==> config.mk <==
export PLATFORM = sky130hd
export DESIGN_NAME = uart_rx_oversampled_flat
export DESIGN_NICKNAME = d
export VERILOG_FILES = /design/src/rtl/uart_rx_oversampled_if.sv /design/src/rtl/uart_rx_oversampled.sv /design/src/flat_wrapper.sv
export SDC_FILE = /design/constraint.sdc
export NUM_CORES = 1
export LEC_CHECK = 0
export BUFFER_PORTS_ARGS = -buffer_cell sky130_fd_sc_hd__buf_2
export CELL_PAD_IN_SITES_DETAIL_PLACEMENT = 1
export CELL_PAD_IN_SITES_GLOBAL_PLACEMENT = 1
export CORE_MARGIN = 2
export CORE_UTILIZATION = 46
export CTS_CLUSTER_SIZE = 12
export DETAILED_ROUTE_END_ITERATION = 10
export PLACE_DENSITY = 0.73
export SLEW_MARGIN = 10
export SYNTH_ARGS = -nofsm -noshare
export SYNTH_HDL_FRONTEND = slang
export SYNTH_SLANG_ARGS = --single-unit
==> constraint.sdc <==
create_clock -name clk -period 2.6 [get_ports clk]
set_clock_uncertainty 0.2 [all_clocks]
set_input_delay 0 -clock clk [delete_from_list [all_inputs] [get_ports clk]]
set_output_delay 0 -clock clk [all_outputs]
set_load 0.005 [all_outputs]
==> src/rtl/uart_rx_oversampled_if.sv <==
// Serial line and FIFO-read handshake of the 16x oversampling UART receiver.
// master = line driver / FIFO reader, slave = the receiver itself.
interface uart_rx_oversampled_if;
   logic       RXD;
   logic       rd_en;
   logic [7:0] RX_Data;
   logic       Valid_rx;
   logic       Parity_error;
   logic       Stop_error;
   logic       overrun;
   logic       busy;

   modport master (
      output RXD, rd_en,
      input  RX_Data, Valid_rx, Parity_error, Stop_error, overrun, busy
   );

   modport slave (
      input  RXD, rd_en,
      output RX_Data, Valid_rx, Parity_error, Stop_error, overrun, busy
   );
endinterface

==> src/rtl/uart_rx_oversampled.sv <==
// 16x oversampling UART receiver (8E1) with majority-vote bit decisions and a
// 4-entry first-word-fall-through FIFO holding {stop_err, parity_err, data}.
module uart_rx_oversampled #(
   parameter int CLK_FREQ   = 50_000_000,
   parameter int BAUD_RATE  = 9600,
   parameter int OVERSAMPLE = 16
) (
   input  logic                  clk,
   input  logic                  reset,
   uart_rx_oversampled_if.slave  bus
);
   localparam int DIV_RAW = CLK_FREQ / (BAUD_RATE * OVERSAMPLE);
   localparam int DIV     = (DIV_RAW < 1) ? 1 : DIV_RAW;
   localparam int DIV_W   = (DIV > 1) ? $clog2(DIV) : 1;

   typedef enum logic [2:0] {S_IDLE, S_START, S_DATA, S_PARITY, S_STOP} state_t;

   // line synchronizer plus one extra stage for falling-edge detection
   logic rx_meta_q, rx_sync_q, rx_prev_q;

   always_ff @(posedge clk or posedge reset) begin
      if (reset) begin
         rx_meta_q <= 1'b1;
         rx_sync_q <= 1'b1;
         rx_prev_q <= 1'b1;
      end else begin
         rx_meta_q <= bus.RXD;
         rx_sync_q <= rx_meta_q;
         rx_prev_q <= rx_sync_q;
      end
   end

   logic [DIV_W-1:0] div_q;
   logic             tick;

   assign tick = (div_q == DIV_W'(DIV - 1));

   always_ff @(posedge clk or posedge reset) begin
      if (reset) div_q <= '0;
      else       div_q <= tick ? '0 : div_q + 1'b1;
   end

   state_t      state_q;
   logic [3:0]  tick_q;
   logic [2:0]  bit_q;
   logic [7:0]  shift_q;
   logic        par_err_q;
   logic        smp7_q, smp8_q;
   logic        busy_q;
   logic        maj, at_dec, at_wrap, frame_done;
   logic [9:0]  frame_word;

   assign maj     = (smp7_q & smp8_q) | (smp7_q & rx_sync_q) | (smp8_q & rx_sync_q);
   assign at_dec  = tick && (tick_q == 4'd9);
   assign at_wrap = tick && (tick_q == 4'(OVERSAMPLE - 1));

   always_ff @(posedge clk or posedge reset) begin
      if (reset) begin
         state_q   <= S_IDLE;
         tick_q    <= '0;
         bit_q     <= '0;
         shift_q   <= '0;
         par_err_q <= 1'b0;
         smp7_q    <= 1'b1;
         smp8_q    <= 1'b1;
         busy_q    <= 1'b0;
      end else begin
         if (state_q != S_IDLE && tick) begin
            tick_q <= tick_q + 4'd1;
            if (tick_q == 4'd7) smp7_q <= rx_sync_q;
            if (tick_q == 4'd8) smp8_q <= rx_sync_q;
         end
         case (state_q)
            S_IDLE: begin
               tick_q <= '0;
               // an edge is required, so a line stuck low never starts a frame
               if (rx_prev_q && !rx_sync_q) begin
                  state_q <= S_START;
                  busy_q  <= 1'b1;
               end
            end
            S_START: begin
               if (at_dec && maj) begin
                  state_q <= S_IDLE;
                  busy_q  <= 1'b0;
               end else if (at_wrap) begin
                  state_q <= S_DATA;
                  bit_q   <= '0;
               end
            end
            S_DATA: begin
               if (at_dec) shift_q <= {maj, shift_q[7:1]};
               if (at_wrap) begin
                  bit_q <= bit_q + 3'd1;
                  if (bit_q == 3'd7) state_q <= S_PARITY;
               end
            end
            S_PARITY: begin
               if (at_dec)  par_err_q <= (^shift_q) ^ maj;
               if (at_wrap) state_q   <= S_STOP;
            end
            S_STOP: begin
               if (at_dec) begin
                  state_q <= S_IDLE;
                  busy_q  <= 1'b0;
               end
            end
            default: begin
               state_q <= S_IDLE;
               busy_q  <= 1'b0;
            end
         endcase
      end
   end

   assign frame_done = (state_q == S_STOP) && at_dec;
   assign frame_word = {~maj, par_err_q, shift_q};

   logic [3:0][9:0] mem_q;
   logic [9:0]      last_q, head;
   logic [1:0]      wr_ptr_q, wr_ptr_d, rd_ptr_q, rd_ptr_d;
   logic [2:0]      cnt_q, cnt_d;
   logic            ovr_q, ovr_d;
   logic            pop, push;

   // a pop in the same cycle frees the slot, so a full FIFO still accepts
   always_comb begin
      pop      = bus.rd_en && (cnt_q != 3'd0);
      push     = frame_done && ((cnt_q != 3'd4) || pop);
      cnt_d    = cnt_q + {2'b0, push} - {2'b0, pop};
      wr_ptr_d = wr_ptr_q + {1'b0, push};
      rd_ptr_d = rd_ptr_q + {1'b0, pop};
      ovr_d    = frame_done && !push;
   end

   always_ff @(posedge clk or posedge reset) begin
      if (reset) begin
         mem_q    <= '0;
         last_q   <= '0;
         wr_ptr_q <= '0;
         rd_ptr_q <= '0;
         cnt_q    <= '0;
         ovr_q    <= 1'b0;
      end else begin
         if (push) mem_q[wr_ptr_q] <= frame_word;
         if (pop)  last_q          <= mem_q[rd_ptr_q];
         wr_ptr_q <= wr_ptr_d;
         rd_ptr_q <= rd_ptr_d;
         cnt_q    <= cnt_d;
         ovr_q    <= ovr_d;
      end
   end

   // when empty, keep showing the most recently popped entry
   assign head = (cnt_q != 3'd0) ? mem_q[rd_ptr_q] : last_q;

   assign bus.RX_Data      = head[7:0];
   assign bus.Parity_error = head[8];
   assign bus.Stop_error   = head[9];
   assign bus.Valid_rx     = (cnt_q != 3'd0);
   assign bus.overrun      = ovr_q;
   assign bus.busy         = busy_q;
endmodule
==> src/flat_wrapper.sv <==
// flat-port wrapper written by rule: the top's interface ports become plain ports
module uart_rx_oversampled_flat 
#(
   parameter int CLK_FREQ   = 50_000_000,
   parameter int BAUD_RATE  = 9600,
   parameter int OVERSAMPLE = 16
)
  (clk, reset, bus_RXD, bus_rd_en, bus_RX_Data, bus_Valid_rx, bus_Parity_error, bus_Stop_error, bus_overrun, bus_busy);
  uart_rx_oversampled_if bus_i ();
  input  logic clk;
  input  logic reset;
  input wire logic [$bits(bus_i.RXD)-1:0] bus_RXD;
  input wire logic [$bits(bus_i.rd_en)-1:0] bus_rd_en;
  output wire logic [$bits(bus_i.RX_Data)-1:0] bus_RX_Data;
  output wire logic [$bits(bus_i.Valid_rx)-1:0] bus_Valid_rx;
  output wire logic [$bits(bus_i.Parity_error)-1:0] bus_Parity_error;
  output wire logic [$bits(bus_i.Stop_error)-1:0] bus_Stop_error;
  output wire logic [$bits(bus_i.overrun)-1:0] bus_overrun;
  output wire logic [$bits(bus_i.busy)-1:0] bus_busy;
  assign bus_i.RXD = bus_RXD;
  assign bus_i.rd_en = bus_rd_en;
  assign bus_RX_Data = bus_i.RX_Data;
  assign bus_Valid_rx = bus_i.Valid_rx;
  assign bus_Parity_error = bus_i.Parity_error;
  assign bus_Stop_error = bus_i.Stop_error;
  assign bus_overrun = bus_i.overrun;
  assign bus_busy = bus_i.busy;
  uart_rx_oversampled #(.CLK_FREQ(CLK_FREQ), .BAUD_RATE(BAUD_RATE), .OVERSAMPLE(OVERSAMPLE)) u_core (.clk(clk), .reset(reset), .bus(bus_i));
endmodule
# == After elaboration in Yosys (flattened, before gate mapping) ==
# Index checks and enable logic that the tools add are counted.
# W data, S select, Z words.
# classes
addsub,7
n_mul,0
div_mod_pow,0
n_lt_le_gt_ge,3
eq_ne,20
n_shift,0
n_mux,25
bitwise,8
reduce_logical,27
# ops
operator,count
$bwmux W40,1
$mux W10,3
$mux W3,10
$bmux W10 S2,1
$demux W10 S2,1
$pmux W3 S5,1
$ne A2 B1 Y1 const B,7
$eq A4 B4 Y1 const B,3
$logic_and A1 B1 Y1,10
$add A9 B1 Y9 const B,1
$eq A9 B9 Y1 const B,1
$mux W9,1
$mux W4,2
$reduce_and A2 Y1,4
$reduce_and A4 Y1,2
$reduce_xor A8 Y1,1
$eq A3 B2 Y1 const B,2
$eq A3 B3 Y1 const B,2
$lt A2 B3 Y1 const B,2
$pmux W3 S2,1
$reduce_and A6 Y1,1
$reduce_bool A3 Y1,2
$add A2 B1 Y2,2
$add A4 B1 Y4 const B,1
20 further kinds,28
# totals
register_bits,92
latch_bits,0
ramBits,0
rom_bits,0
in_bits,4
n_memories,0

# == Depth between registers and ports, before layout ==
# Gate-level depths: netlist of run 1.
# logic_depth
word_depth,6
mapped_depth,11
ltp_nobuf,10

# == Worst setup path before layout of run 1 ==
# Ideal clock, no wire load.
# synth_timing
path_kind,flip-flop to flip-flop
start,register u_core.cnt_q[1]
end,register u_core.cnt_q[2]
setup_ns,0.125
t_arrival_ns,2.448
required_time_ns,2.275
slack_ns,-0.173
stages_incl_launch_ff,12
n_path_buf,1
period_less_slack_ns,2.773
cell_sequence,dfrtp_1 -> or3_1 -> nand2_1 -> clkbuf_1 -> inv_1 -> ha_1 -> inv_1 -> ha_1 -> inv_1 -> fa_1 -> xnor2_1 -> xnor2_1
# synth_between
elab_chain_len,6
elab_cells_between_ends,7
classes_between,2 x add/sub; 1 x eq/ne; 4 x reduce/logical
# synth_rtl
element,line_no,text
"start, declared",uart_rx_oversampled.sv:122,"logic [2:0] cnt_q, cnt_d;"
"start signal, assigned",uart_rx_oversampled.sv:149,cnt_q <= cnt_d;
$reduce_bool A3 Y1 *,uart_rx_oversampled.sv:128,pop = bus.rd_en && (cnt_q != 3'd0);
$logic_and A1 B1 Y1 *,uart_rx_oversampled.sv:128,
named net u_core.pop,uart_rx_oversampled.sv:124,"logic pop, push;"
$logic_or A1 B1 Y1,uart_rx_oversampled.sv:129,push = frame_done && ((cnt_q != 3'd4) || pop);
$logic_and A1 B1 Y1,uart_rx_oversampled.sv:129,
$add A3 B1 Y3,uart_rx_oversampled.sv:130,"cnt_d = cnt_q + {2'b0, push} - {2'b0, pop};"
$sub A3 B1 Y3 *,uart_rx_oversampled.sv:130,
named net u_core.cnt_d[2],uart_rx_oversampled.sv:122,
# The timed path passes the listed nets; every way through them passes the cells marked *.
# A chain may end at the register's enable or synchronous reset.

# == Worst setup path after layout of run 1 ==
# layout_timing
start,register u_core.cnt_q[1]
end,register u_core.cnt_q[1]
# layout_between
elab_chain_len,6
elab_cells_between_ends,7
classes_between,2 x add/sub; 1 x eq/ne; 4 x reduce/logical
# layout_rtl
element,line_no
$reduce_bool A3 Y1,uart_rx_oversampled.sv:128
$logic_and A1 B1 Y1,uart_rx_oversampled.sv:128
$logic_or A1 B1 Y1,uart_rx_oversampled.sv:129
$logic_and A1 B1 Y1,uart_rx_oversampled.sv:129
$add A3 B1 Y3,uart_rx_oversampled.sv:130
$sub A3 B1 Y3 *,uart_rx_oversampled.sv:130
named net u_core.cnt_d[1],uart_rx_oversampled.sv:122
# Marked as above.

==> results.txt, run 1 <==
The flow ran to the end, and the final reports show no timing, DRC or antenna violations. For this block, the via count after detailed routing is 2451. The first global-routing pass estimated 13500 um of wire. The post-synthesis mux area share is 0.243, and the total CTS buffers is 9. The initial standard-cell utilization of the core came out at 0.468. Setup repair after global routing left no endpoint under its margin. The tools report the combinational cell fraction of total power as 0.173. The tools report the part of the Yosys area used for sequential elements as 0.541. The net count of the finished layout is 357.

The share of layout cells above drive strength 1 was 0.422. The cell seen most often among critical-path stages was inv_1. In this run the worst path has a maximum fanout of 4. Final max-slew violation count: 0. The via count normalized by instance count is 5.36. The area growth from synthesis to layout is 14.1%.

Entering global routing, the biggest net connects 85 pins. The share of Yosys cell area claimed by the top area cell type is 0.510. Startpoint type of the worst setup path: a register.

Number of inserted diodes: 0. Share of total power in sequential cells: 0.495. After legalization and detailed placement, the total HPWL measured 5520 um. Total length of routed wires: 7970 um. The routed design could run at a clock period as short as 2.45 ns. The logs give 2.32 mW for the internal power of the cells and 306 for the number of instances in the synthesized netlist.

The global-route congestion overflow total was 0; the floorplan core area was 9110 um^2. The tools report the post-synthesis instance area as 4270 um^2. TritonCTS built the clock tree. Clock transition at the registers of the reported paths: 0.10 ns.

The most used flip-flop cell after synthesis is dfrtp_1. The die covers 10100 um^2. The tools report the global router's overall resource usage as 0.174. Setup violations remaining at the end of the flow were counted as 0. The total number of yosys warnings came out at 0. Hold violation count in the final report: 0. For the clock latency reported for the late side of the worst-skew pair, the log shows 0.36 ns. The maximum vdd drop came out at 0.322 mV. The critical path data arrival time was 2.55 ns; the actual transition at the worst max-transition pin was 0.589 ns. For this design, the slowest cell found on the critical path is or4b_1. Sorting the synthesized cells by area gives the leading types as dfrtp_1, mux2_2, mux4_2. The nature of the critical path endpoint is a register. Kind of critical path: register to register. The logs give 0 for the number of remaining DRC errors and 80 for the starting DRC count in detailed routing. The number of different library cells used by synthesis comes to 44. The run gives 3 as the H-tree depth.

Walking the worst path, the cells encountered are buf_4 > or4b_1 > nand3_1 > nor2_4 > ha_1 > inv_1 > fa_2 > inv_1. The synthesized design spends more area on one cell type than any other, namely dfrtp_1. From bottom edge to top edge, the die measures 100 um.

The worst-case headroom to the max-slew limit is 0.603. The run gives 0 as the initial antenna violation count. In this run the worst hold path is classified as input pin to register. In this run the static leakage power is 2.37 nW. Broken down by cell family, the worst path's largest delay share belongs to simple AND/OR/NAND/NOR gates.

Measured along the x axis, the die boundary spans 100 um. Count of nets left with antenna violations after detail routing: 0. By area, the combinational part of the netlist is dominated by multiplexers. The most used standard cell by instance count after synthesis is dfrtp_1. Switching share of power: 0.278. Final period utilization: 0.942. The number of rows created at floorplan is 35, and the switching power of the nets is 0.893 mW. The logs give 322 for the net count after synthesis and 0 for the max-cap violation count. Counting flops with a built-in enable in the synthesized netlist gives 0. The final core utilization is 0.534. The post-synthesis share of cell area spent on and, or, nand and nor gates works out to 0.0880.

Clock tree synthesis selected as its root buffer the cell clkbuf_8. The I/O pin count came out at 17. For this design the ratio of total power to cell area is 660 nW/um^2.

The routability congestion estimate from global placement is 0.722, and the maximum buffer depth of the clock tree is 2. The average wire length per cell after detail routing is 17.4 um, and the async set-or-reset flop fraction in the synthesized netlist is 1.00. The first detailed-routing pass took 4 iterations.

For this run, the slowest stage of the critical path takes 0.56 ns. Data on the critical path is required at its endpoint by 2.70 ns. The count of buffers added on input and output ports is 16.

The tree built by TritonCTS fans out to 92 sinks. The run gives 0 ns as the sum of negative setup slack. The xor/xnor cell area share of the yosys netlist is 0.0452. The register bit total from synthesis is 92. The share of the synthesized area in compound gates (AO/OA/AOI/OAI) was 0.0264; the number of global-route vias before repair was 2717. The average size of a mapped cell was 13.9 um^2. The relative contribution of the clock network to total power came out at 0.332. The number of buffers and inverters on the critical path is 3. Ranked by instance count, the synthesized netlist is headed by dfrtp_1, mux2_2, nor2_1, xnor2_1. Derived from the worst setup path, the maximum achievable clock frequency is 408 MHz. The adder-cell area share of the yosys netlist is 0.0393.
==> power by group through the flow <==
stage | Clock (mW) | Combinational (mW) | Sequential, mW
after global placement | 0 | 0.499 | 1.62
after global routing | 1.15 | 0.622 | 1.60
after floorplan | 0 | 0.410 | 1.57
after CTS | 1.10 | 0.528 | 1.60
final | 1.07 | 0.556 | 1.59
after detailed placement | 0 | 0.518 | 1.62
==> registers in the layout, summed over array words and instances (netlist names), 2 cells and up <==
register	flops
u_core.bit_q	3
u_core.state_q	3
u_core.wr_ptr_q	2
u_core.div_q	9
u_core.last_q	10
u_core.rd_ptr_q	2
u_core.mem_q	40
u_core.shift_q	8
u_core.tick_q	4
u_core.cnt_q	3
==> worst register-to-register path, cell delays in order (launching register included) <==
cell,delay (ns)
dfrtp_2,0.41
buf_4,0.15
or4b_1,0.56
nand3_1,0.25
nor2_4,0.07
ha_1,0.20
inv_1,0.07
fa_2,0.43
inv_1,0.06
==> metrics by stage <==
step / cell area [um^2] / cells / power [mW] / hold WS [ns] / setup WS [ns]
after CTS: 4840 / 456 / 3.22 / 0.0625 / 0.0428
after global routing: 4870 / 457 / 3.38 / 0.0690 / 0.0248
after detailed placement: 4570 / 436 / 2.14 / -0.290 / 0.0265
after floorplan: 4270 / 306 / 1.98 / -0.196 / 0.0163
after global placement: 4570 / 436 / 2.11 / -0.296 / 0.139
final: 4870 / 457 / 3.21 / 0.0791 / 0.150
==> path summary, 6_finish.rpt <==
check	to	depth (start not counted)	slack [ns]	from
hold reg to reg	u_core.rx_sync_q	0	0.16	u_core.rx_meta_q
max in group asynchronous	u_core.mem_q[1]	5	1.07	reset
setup / recovery	u_core.cnt_q[1]	8	0.15	u_core.cnt_q[1]
setup reg to reg	u_core.cnt_q[1]	8	0.15	u_core.cnt_q[1]
hold / removal	u_core.rx_meta_q	2	0.08	bus_RXD
min in group asynchronous	u_core.rd_ptr_q[0]	4	0.44	reset
==> cell type report <==
cell class	count	area (um^2)
Timing Repair Buffer	32	248
Fill cell	910	4240
Sequential cell	92	2310
Tap cell	111	139
Inverter	11	42.5
Clock inverter	7	98.8
Multi-Input combinational cell	195	1910
Clock buffer	9	124
==> kinds of logic (layout without fill, tap and decap cells) <==
family,count (synthesis),in the layout
xor+xnor,22,22
fa+ha+maj,13,13
flops,92,92
compound gates,17,17
simple gates,61,61
buf+inv,19,59
mux,82,82
==> metal layers <==
layer / vias up / part of all wire / wire length (um) / global-route usage
li1: 1167 / - / - / -
met1: 1254 / 0.46 / 3700 / 0.222
met2: 24 / 0.50 / 4020 / 0.300
met3: 6 / 0.020 / 157 / 0.0418
met4: 0 / 0.011 / 90 / 0.0443
met5: - / 0 / 0 / 0
==> placed cells by master (no fill, tap or decap), drive strengths merged, types with 2 or more instances in the layout <==
cell	instances
nor2	16
ha	11
or2	2
xnor2	15
buf	28
and4bb	2
nor4b	2
o21ai	6
nand3b	3
bufinv	2
a22o	3
clkinv	4
dlygate4sd3	4
clkbuf	9
and3	3
xor2	7
nor3	3
nand3	10
mux4	10
nand2	7
a21oi	2
dfrtp	87
inv	11
dfstp	5
nand2b	3
mux2	71
nand4	3
==> repair_timing <==
item / 4_1_cts / 5_1_grt
endpoints found under the setup margin: 1 / 1
resized for setup: 1 / 5
setup buffers: 0 / 1
hold buffers: 4 / 0
endpoints found under the hold margin: 99 / 0
No activity file was read; power rests on OpenSTA's default activity.
==> run 2, diff against run 1 <==
--- a/config.mk
+++ b/config.mk
@@ -9,10 +9,10 @@
 export CELL_PAD_IN_SITES_DETAIL_PLACEMENT = 1
 export CELL_PAD_IN_SITES_GLOBAL_PLACEMENT = 1
 export CORE_MARGIN = 2
-export CORE_UTILIZATION = 46
+export CORE_UTILIZATION = 51
 export CTS_CLUSTER_SIZE = 12
 export DETAILED_ROUTE_END_ITERATION = 10
-export PLACE_DENSITY = 0.73
+export PLACE_DENSITY = 0.76
 export SLEW_MARGIN = 10
 export SYNTH_ARGS = -nofsm -noshare
 export SYNTH_HDL_FRONTEND = slang
==> constraint.sdc (replaced) <==
create_clock -name clk -period 2.4 [get_ports clk]
set_clock_uncertainty 0.2 [all_clocks]
set_input_delay 0 -clock clk [delete_from_list [all_inputs] [get_ports clk]]
set_output_delay 0 -clock clk [all_outputs]
set_load 0.005 [all_outputs]
==> results.txt, run 2 (synthesis results as in run 1) <==
The total leakage power was 2.42 nW; the hold violation count in the final report was 0. The routed design could run at a clock period as short as 2.38 ns. In the final design database the tool counted 369 nets. The path category of the worst min-delay check was input pin to register. The tools report the startpoint type of the worst setup path as a register.

0 antenna diodes ended up in the layout. The tree built by TritonCTS fans out to 92 sinks. In the final layout, the registers with the most flip-flops are u_core.mem_q x40, u_core.last_q x10, u_core.div_q x9. The global-route congestion overflow total came out at 0. Via count normalized by instance count: 5.56.

The number of remaining DRC errors came out at 0. The kind of critical path is register to register. Compared with the post-synthesis result, the final layout area differs by 16.6%. The first TritonRoute pass finished after 3 iterations.

The run gives 3 as the H-tree depth. The top cell types in the final layout, fill and taps aside, are dfrtp_1, mux2_2, buf_4. The worst flop-to-flop path startpoint was u_core.cnt_q[0]. The run gives 0.0780 ns as the worst hold slack.

The maximum fanout encountered on the critical timing path was 5. The clock transition at the registers of the reported paths was 0.09 ns; the maximum vdd drop was 0.371 mV. The worst-case headroom to the max-slew limit was 0.614; the total CTS buffers was 9. The worst hold path begins at bus_RXD. The vertical die dimension works out to 95.5 um.

The worst slack at placement is -0.0995 ns, and the starting DRC count in detailed routing is 67. The register with the most flip-flops in the layout has 40 of them. The final period utilization works out to 0.991. The worst path required time is 2.45 ns, and the share of layout cells above drive strength 1 is 0.464. The total length of routed wires is 8770 um. Counting instances, the worst hold path has a depth of 2. Entering global routing, the biggest net connects 93 pins. At the pin with the least slew margin, the transition time is 0.573 ns.

Leaving out filler cells and counting taps, the final layout contains 463. The register-to-register setup slack was 0.02 ns. The initial standard-cell utilization of the core was 0.522; the global router's overall resource usage was 0.212. The logs give 0 for the final max-slew violation count and 33 for the number of rows created at floorplan. The first global-routing pass estimated 14200 um of wire. The die is 95.5 um wide. The worst-case setup margin in the final layout was 0.0206 ns; the ratio of total power to cell area was 700 nW/um^2.

The die covers 9110 um^2. The number of global-route vias before repair was 2803; the power consumption was 3.48 mW. The routability congestion estimate from global placement was 0.799; the detailed placer's ending HPWL was 5870 um. CTS root buffer: clkbuf_8. TritonCTS built the clock tree. The library cell used most frequently in the layout, excluding fill and tap cells, is dfrtp_1. For the critical path data arrival time, the log shows 2.43 ns. The capturing point of the worst reg2reg path is u_core.mem_q[23]. The hold-critical path endpoint was u_core.rx_meta_q. The maximum buffer depth of the clock tree came out at 2. Average wire length per cell after detail routing: 18.9 um. The count of nets left with antenna violations once routing finished came out at 0. I/O pin count: 17.

The clock latency reported for the late side of the worst-skew pair came out at 0.37 ns. Max-cap violations in this run came to 0. Summing over every cut layer, the via total after detailed routing is 2576. The floorplan core area came out at 8180 um^2. The final count of negative-setup-slack endpoints came out at 0. The run finished with clean final reports.

For this run, the top clock speed supported by timing is 420 MHz. The initial antenna violation count was 0; the sum of negative setup slack was 0 ns. Setup repair after global routing could not meet its margin everywhere. Count of placed standard cells including taps: 440. Number of buffer cells added on primary ports: 16. More flip-flops sit in one register than any other, and that register is u_core.mem_q. The worst setup path is captured at a register. The worst register-to-register path has a depth of 8.
[run 2: cell types whose count changed in the layout (fill, tap and decap cells not counted), moves of 2 or more]
cell and delta:
inv_1 -2, clkinv_4 -2, inv_2 +2, buf_4 +11, clkinvlp_4 +2, ha_1 -2
[run 2: what timing repair did]
| item | 4_1_cts | 5_1_grt |
|---|---|---|
| resized for setup | 9 | 4 |
| pin swaps | 6 | 8 |
| hold endpoints to repair | 96 | 0 |
| buffers inserted | 3 | 1 |
| endpoints found under the setup margin | 1 | 32 |
| hold buffers | 3 | 0 |
[run 2: stage by stage]
stage / util / area [um^2]
floorplan: - / 4290
global placement: 0.570 / 4660
detailed placement: 0.570 / 4660
CTS: 0.605 / 4950
global route: 0.608 / 4970
finish: 0.608 / 4970
[run 2: cell type report]
class                           instances  area, um^2
Timing Repair Buffer                   44         352
Multi-Input combinational cell        195        1940
Fill cell                             813        3200
Clock inverter                          7        75.1
Tap cell                              105         131
Sequential cell                        92        2310
Clock buffer                            9         124
Inverter                               11        45.0
[run 2: worst max path at each step]
stage / endpoint / start
final: u_core.mem_q[23] / u_core.cnt_q[0]
after global routing: u_core.mem_q[21] / u_core.cnt_q[0]
after CTS: u_core.cnt_q[2] / u_core.div_q[1]
after detailed placement: u_core.cnt_q[2] / u_core.cnt_q[0]
after global placement: u_core.cnt_q[2] / u_core.cnt_q[0]
after floorplan: u_core.cnt_q[2] / u_core.cnt_q[1]
[run 2: critical path, stage by stage (launching register included)]
cell,delay [ns]
dfrtp_1,0.41
buf_4,0.15
or4b_4,0.55
nand3_2,0.13
nor2_4,0.05
buf_4,0.14
nand3b_1,0.13
buf_4,0.18
mux2_2,0.33
[run 2: routing by layer]
layer	up-vias	global-route usage	routed length [um]
met5	-	0	0
met4	0	0.0774	127
met3	11	0.0387	179
met2	24	0.350	4440
met1	1352	0.281	4020
li1	1189	-	-
[run 2: power by group]
group          total, mW  internal (mW)  switching (mW)
logic              0.701          0.343           0.358
clock network       1.06          0.488           0.572
registers           1.72           1.62          0.0964
total               3.48           2.45            1.03
==> run 3, diff against run 2 <==
--- a/config.mk
+++ b/config.mk
@@ -5,14 +5,15 @@
 export SDC_FILE = /design/constraint.sdc
 export NUM_CORES = 1
 export LEC_CHECK = 0
+export ABC_AREA = 1
 export BUFFER_PORTS_ARGS = -buffer_cell sky130_fd_sc_hd__buf_2
 export CELL_PAD_IN_SITES_DETAIL_PLACEMENT = 1
 export CELL_PAD_IN_SITES_GLOBAL_PLACEMENT = 1
 export CORE_MARGIN = 2
-export CORE_UTILIZATION = 51
+export CORE_UTILIZATION = 47
 export CTS_CLUSTER_SIZE = 12
 export DETAILED_ROUTE_END_ITERATION = 10
-export PLACE_DENSITY = 0.76
+export PLACE_DENSITY = 0.77
 export SLEW_MARGIN = 10
 export SYNTH_ARGS = -nofsm -noshare
 export SYNTH_HDL_FRONTEND = slang
==> results.txt, run 3 <==
The flow ran to the end, and the final reports show no timing, DRC or antenna violations. Measured along the y axis, the die boundary spans 101 um. The tools report the relative contribution of the clock network to total power as 0.261. The nature of the critical path endpoint is a register. After clock tree synthesis, the clock-pin slew on the worst setup and hold paths is 0.10 ns.

The tools report the worst path required time as 2.45 ns. During placement, the flow inserted port buffers numbering 16. The async set-or-reset flop fraction in the synthesized netlist came out at 1.00. In this run the standard cell core region covers 9240 um^2.

The sum of negative setup slack was 0 ns; the post-synthesis instance area was 4460 um^2. The largest registers in the layout are u_core.mem_q x40, u_core.last_q x10, u_core.div_q x9. TritonCTS built the clock tree.

No sink is reached through more buffers than the 2 on the longest clock path. For this run, the slowest stage of the critical path takes 0.40 ns. The worst-case headroom to the max-slew limit was 0.573; the total leakage power was 2.42 nW.

Setup repair after global routing left no endpoint under its margin. The internal power of the cells came out at 2.58 mW. The final count of negative-setup-slack endpoints is 0. The initialized floorplan defines 35 standard-cell rows. At the pin with the least slew margin, the transition time is 0.639 ns. In this run, synthesis inferred 0 flip-flops with an integrated enable. At the end of the flow, the number of nets in the layout was 575. IR analysis of the VDD net gives a maximum drop of 0.573 mV.

The share of layout cells above drive strength 1 works out to 0.117. The tools report the initial antenna violation count as 0. The share of Yosys cell area claimed by the top area cell type came out at 0.488.

The CTS root buffer was clkbuf_8. Entering global routing, the biggest net connects 35 pins. The logs give 0.143 ns for the worst-case setup margin in the final layout and 0.483 for the initial standard-cell utilization of the core. The repair_antennas step left the layout with diodes totalling 0.

The met3 routing resource usage after global routing was 0.0338; the critical path data arrival time was 2.31 ns. Kind of critical path: register to register. The clock period could shrink to 2.26 ns. Among all cell types in the netlist, the one instantiated most often is nand2_1.

CTS saw 92 sinks. In this run the worst path has a maximum fanout of 5. In this run the critical register-to-register path is launched from u_core.div_q[0]. With fillers left out, the area of the finished cells amounts to 4930 um^2.

The switching share of power was 0.351. Counting distinct cell types in the post-synthesis netlist gives 31. The H-tree depth came out at 3. The number of cells on the worst reg-to-reg path is 14. The via count normalized by instance count was 5.03; the number of global-route vias before repair was 3578. Following the worst setup path forward leads to its endpoint at u_core.cnt_q[2]. The logs give 0.359 for the met2 capacity usage during global routing and 0.108 ns for the worst slack at placement. For this design, the slowest cell found on the critical path is dfrtp_1. For this design the total switching power over the nets is 1.40 mW. The path category of the worst min-delay check is input pin to async pin. The detailed placer's ending HPWL was 6840 um.

The register with the most flip-flops in the final layout is u_core.mem_q. Part of the Yosys area used for sequential elements: 0.518. For the I/O pin count, the log shows 17. The total CTS buffers was 9; the post-CTS setup repair buffer count was 0.

Counting instances in the post-synthesis netlist gives the leading cell types as nand2_1, dfrtp_1, inv_1, o21ai_0, nor2_1. The global-route congestion overflow total was 0; the register-to-register setup slack was 0.14 ns. The most common library cell in the layout ignoring fill and taps was nand2_1. After detailed routing, the average wire length per cell comes to 13.9 um. The register bit total from synthesis is 92. Startpoint type of the worst setup path: a register. The combinational cell fraction of total power was 0.288; the starting DRC count in detailed routing was 86.

The run gives 0.208 as the global router's overall resource usage. Most utilized layer in the global route result: met2. In the layout the commonest cells are nand2_1, dfrtp_1, inv_1, o21ai_0. The tools report the share of total power in sequential cells as 0.451. Ranked by total cell area, the synthesized netlist is headed by dfrtp_1, nand2_1, o21ai_0. The final period utilization came out at 0.940. The most used flip-flop cell after synthesis is dfrtp_1. The logs give 0 for the final max-slew violation count and 0.36 ns for the clock latency reported for the late side of the worst-skew pair. The global-route wire length before repair was 16800 um; the number of flip-flops under the largest register name was 40. The area growth from synthesis to layout works out to 10.4%. The tools report the total length of routed wires as 9600 um. The detail route stage leaves a number of antenna-violating nets equal to 0. The run gives 0.271 as the global-route track usage on met1. The net count after synthesis was 554; the number of detailed-route iterations in the first pass was 4. In this run the critical register-to-register path is captured at u_core.cnt_q[2]. The tool flagged a number of max-cap violations equal to 0. The signal on the critical path passes through inv_1 > ha_1 > nand2_1 > clkinv_1 > nand2_1 > nor2_4 > nand2_2 > inv_2 > nand3_4 > inv_4 > ha_1 > inv_1 > fa_1 > xnor2_1. Launch point of the critical path: u_core.div_q[0]. The synthesized design spends more area on one cell type than any other, namely dfrtp_1. The tools report the number of instances in the synthesized netlist as 538.

After detailed routing, the number of remaining DRC violations is 0. The routability congestion estimate from global placement is 0.854. The average size of a mapped cell was 8.29 um^2; the die width was 101 um.

Dividing total power by cell area gives a power density of 809 nW/um^2. Yosys printed 0 warnings. The placed instances occupy a cell area of 4700 um^2.

Timing would allow up to 443 MHz. The filler cell count was 1135. The run gives 3486 as the overall via count from detail_route.

The hold violation count in the final report came out at 0. The run gives 10300 um^2 as the die footprint.
==> run 3: cell types whose count changed after synthesis, moves of 10 or more <==
cell / previous run / this run
nand3_1: 9 / 24
a21oi_1: 2 / 22
mux4_2: 10 / 0
nand2_1: 7 / 172
mux2_2: 71 / 0
o21ai_0: 6 / 55
o21ai_1: 0 / 16
nor2_1: 15 / 26
inv_1: 11 / 56
==> run 3: how the worst min path moves through the flow <==
stage	slack, ns	to	cells past startpoint	startpoint
6_report	0.07	u_core.last_q[2]	3	reset
3_3_place_gp	-0.09	u_core.rx_meta_q	1	bus_RXD
2_1_floorplan	-0.20	u_core.rx_meta_q	0	bus_RXD
3_5_place_dp	-0.09	u_core.rx_meta_q	1	bus_RXD
4_1_cts	0.07	u_core.rx_meta_q	2	bus_RXD
5_1_grt	0.08	u_core.rx_meta_q	2	bus_RXD
==> run 3: through the flow <==
| stage | instances | power [mW] | hold slack (ns) | util |
|---|---|---|---|---|
| 6_report | 693 | 3.99 | 0.0724 | 0.533 |
| 5_1_grt | 693 | 4.28 | 0.0812 | 0.533 |
| 4_1_cts | 693 | 4.04 | 0.0733 | 0.533 |
| 3_5_place_dp | 674 | 2.98 | -0.0934 | 0.509 |
| 3_3_place_gp | 674 | 2.93 | -0.0934 | 0.509 |
| 2_1_floorplan | 538 | 2.58 | -0.196 | - |
==> run 3: power by group through the flow <==
stage          Clock [mW]  Combinational [mW]  Sequential (mW)
2_1_floorplan           0               0.776             1.80
3_3_place_gp            0                1.11             1.82
3_5_place_dp            0                1.15             1.82
4_1_cts              1.07                1.17             1.80
5_1_grt              1.13                1.34             1.81
6_report             1.04                1.15             1.80
==> run 3: repair_timing <==
action | CTS | global route
resized for setup | 0 | 2
hold endpoints to repair | 89 | 0
setup endpoints to repair | 0 | 2
hold buffers | 3 | 0
==> run 3: routing by layer <==
metal,share of wire,vias up
li1,-,1747
met1,0.48,1689
met3,0.016,16
met5,0,-
met2,0.49,34
met4,0.016,0
==> run 3: worst max-delay path, delay by kind of cell (launching register included) <==
family	cells	cell delay, ns
DFF	1	0.40
buffers and inverters	5	0.33
xor gates and xnor gates	1	0.14
adders and majority gates	3	0.64
and+or+nand+nor	5	0.44
==> run 3: area by class of cell <==
class | instances | area, um^2 | area share
inverters | 61 | 235 | 0.0478
clock buffers | 10 | 128 | 0.0259
well taps | 129 | 161 | 0.0328
clock inverters | 6 | 63.8 | 0.0130
repair buffers | 28 | 203 | 0.0411
flip-flops and latches | 92 | 2310 | 0.469
multi-input cells | 367 | 1830 | 0.371
==> run 3: cell families (layout without fill, tap and decap cells) <==
group,Yosys count,after routing,share of synthesized area
AO/OA/AOI/OAI,100,100,0.119
XOR/XNOR,13,13,0.0255
adder cells (fa/ha/maj),12,12,0.0353
buffers and inverters,79,105,0.0741
flip-flops,92,92,0.518
AND/OR/NAND/NOR,242,242,0.229
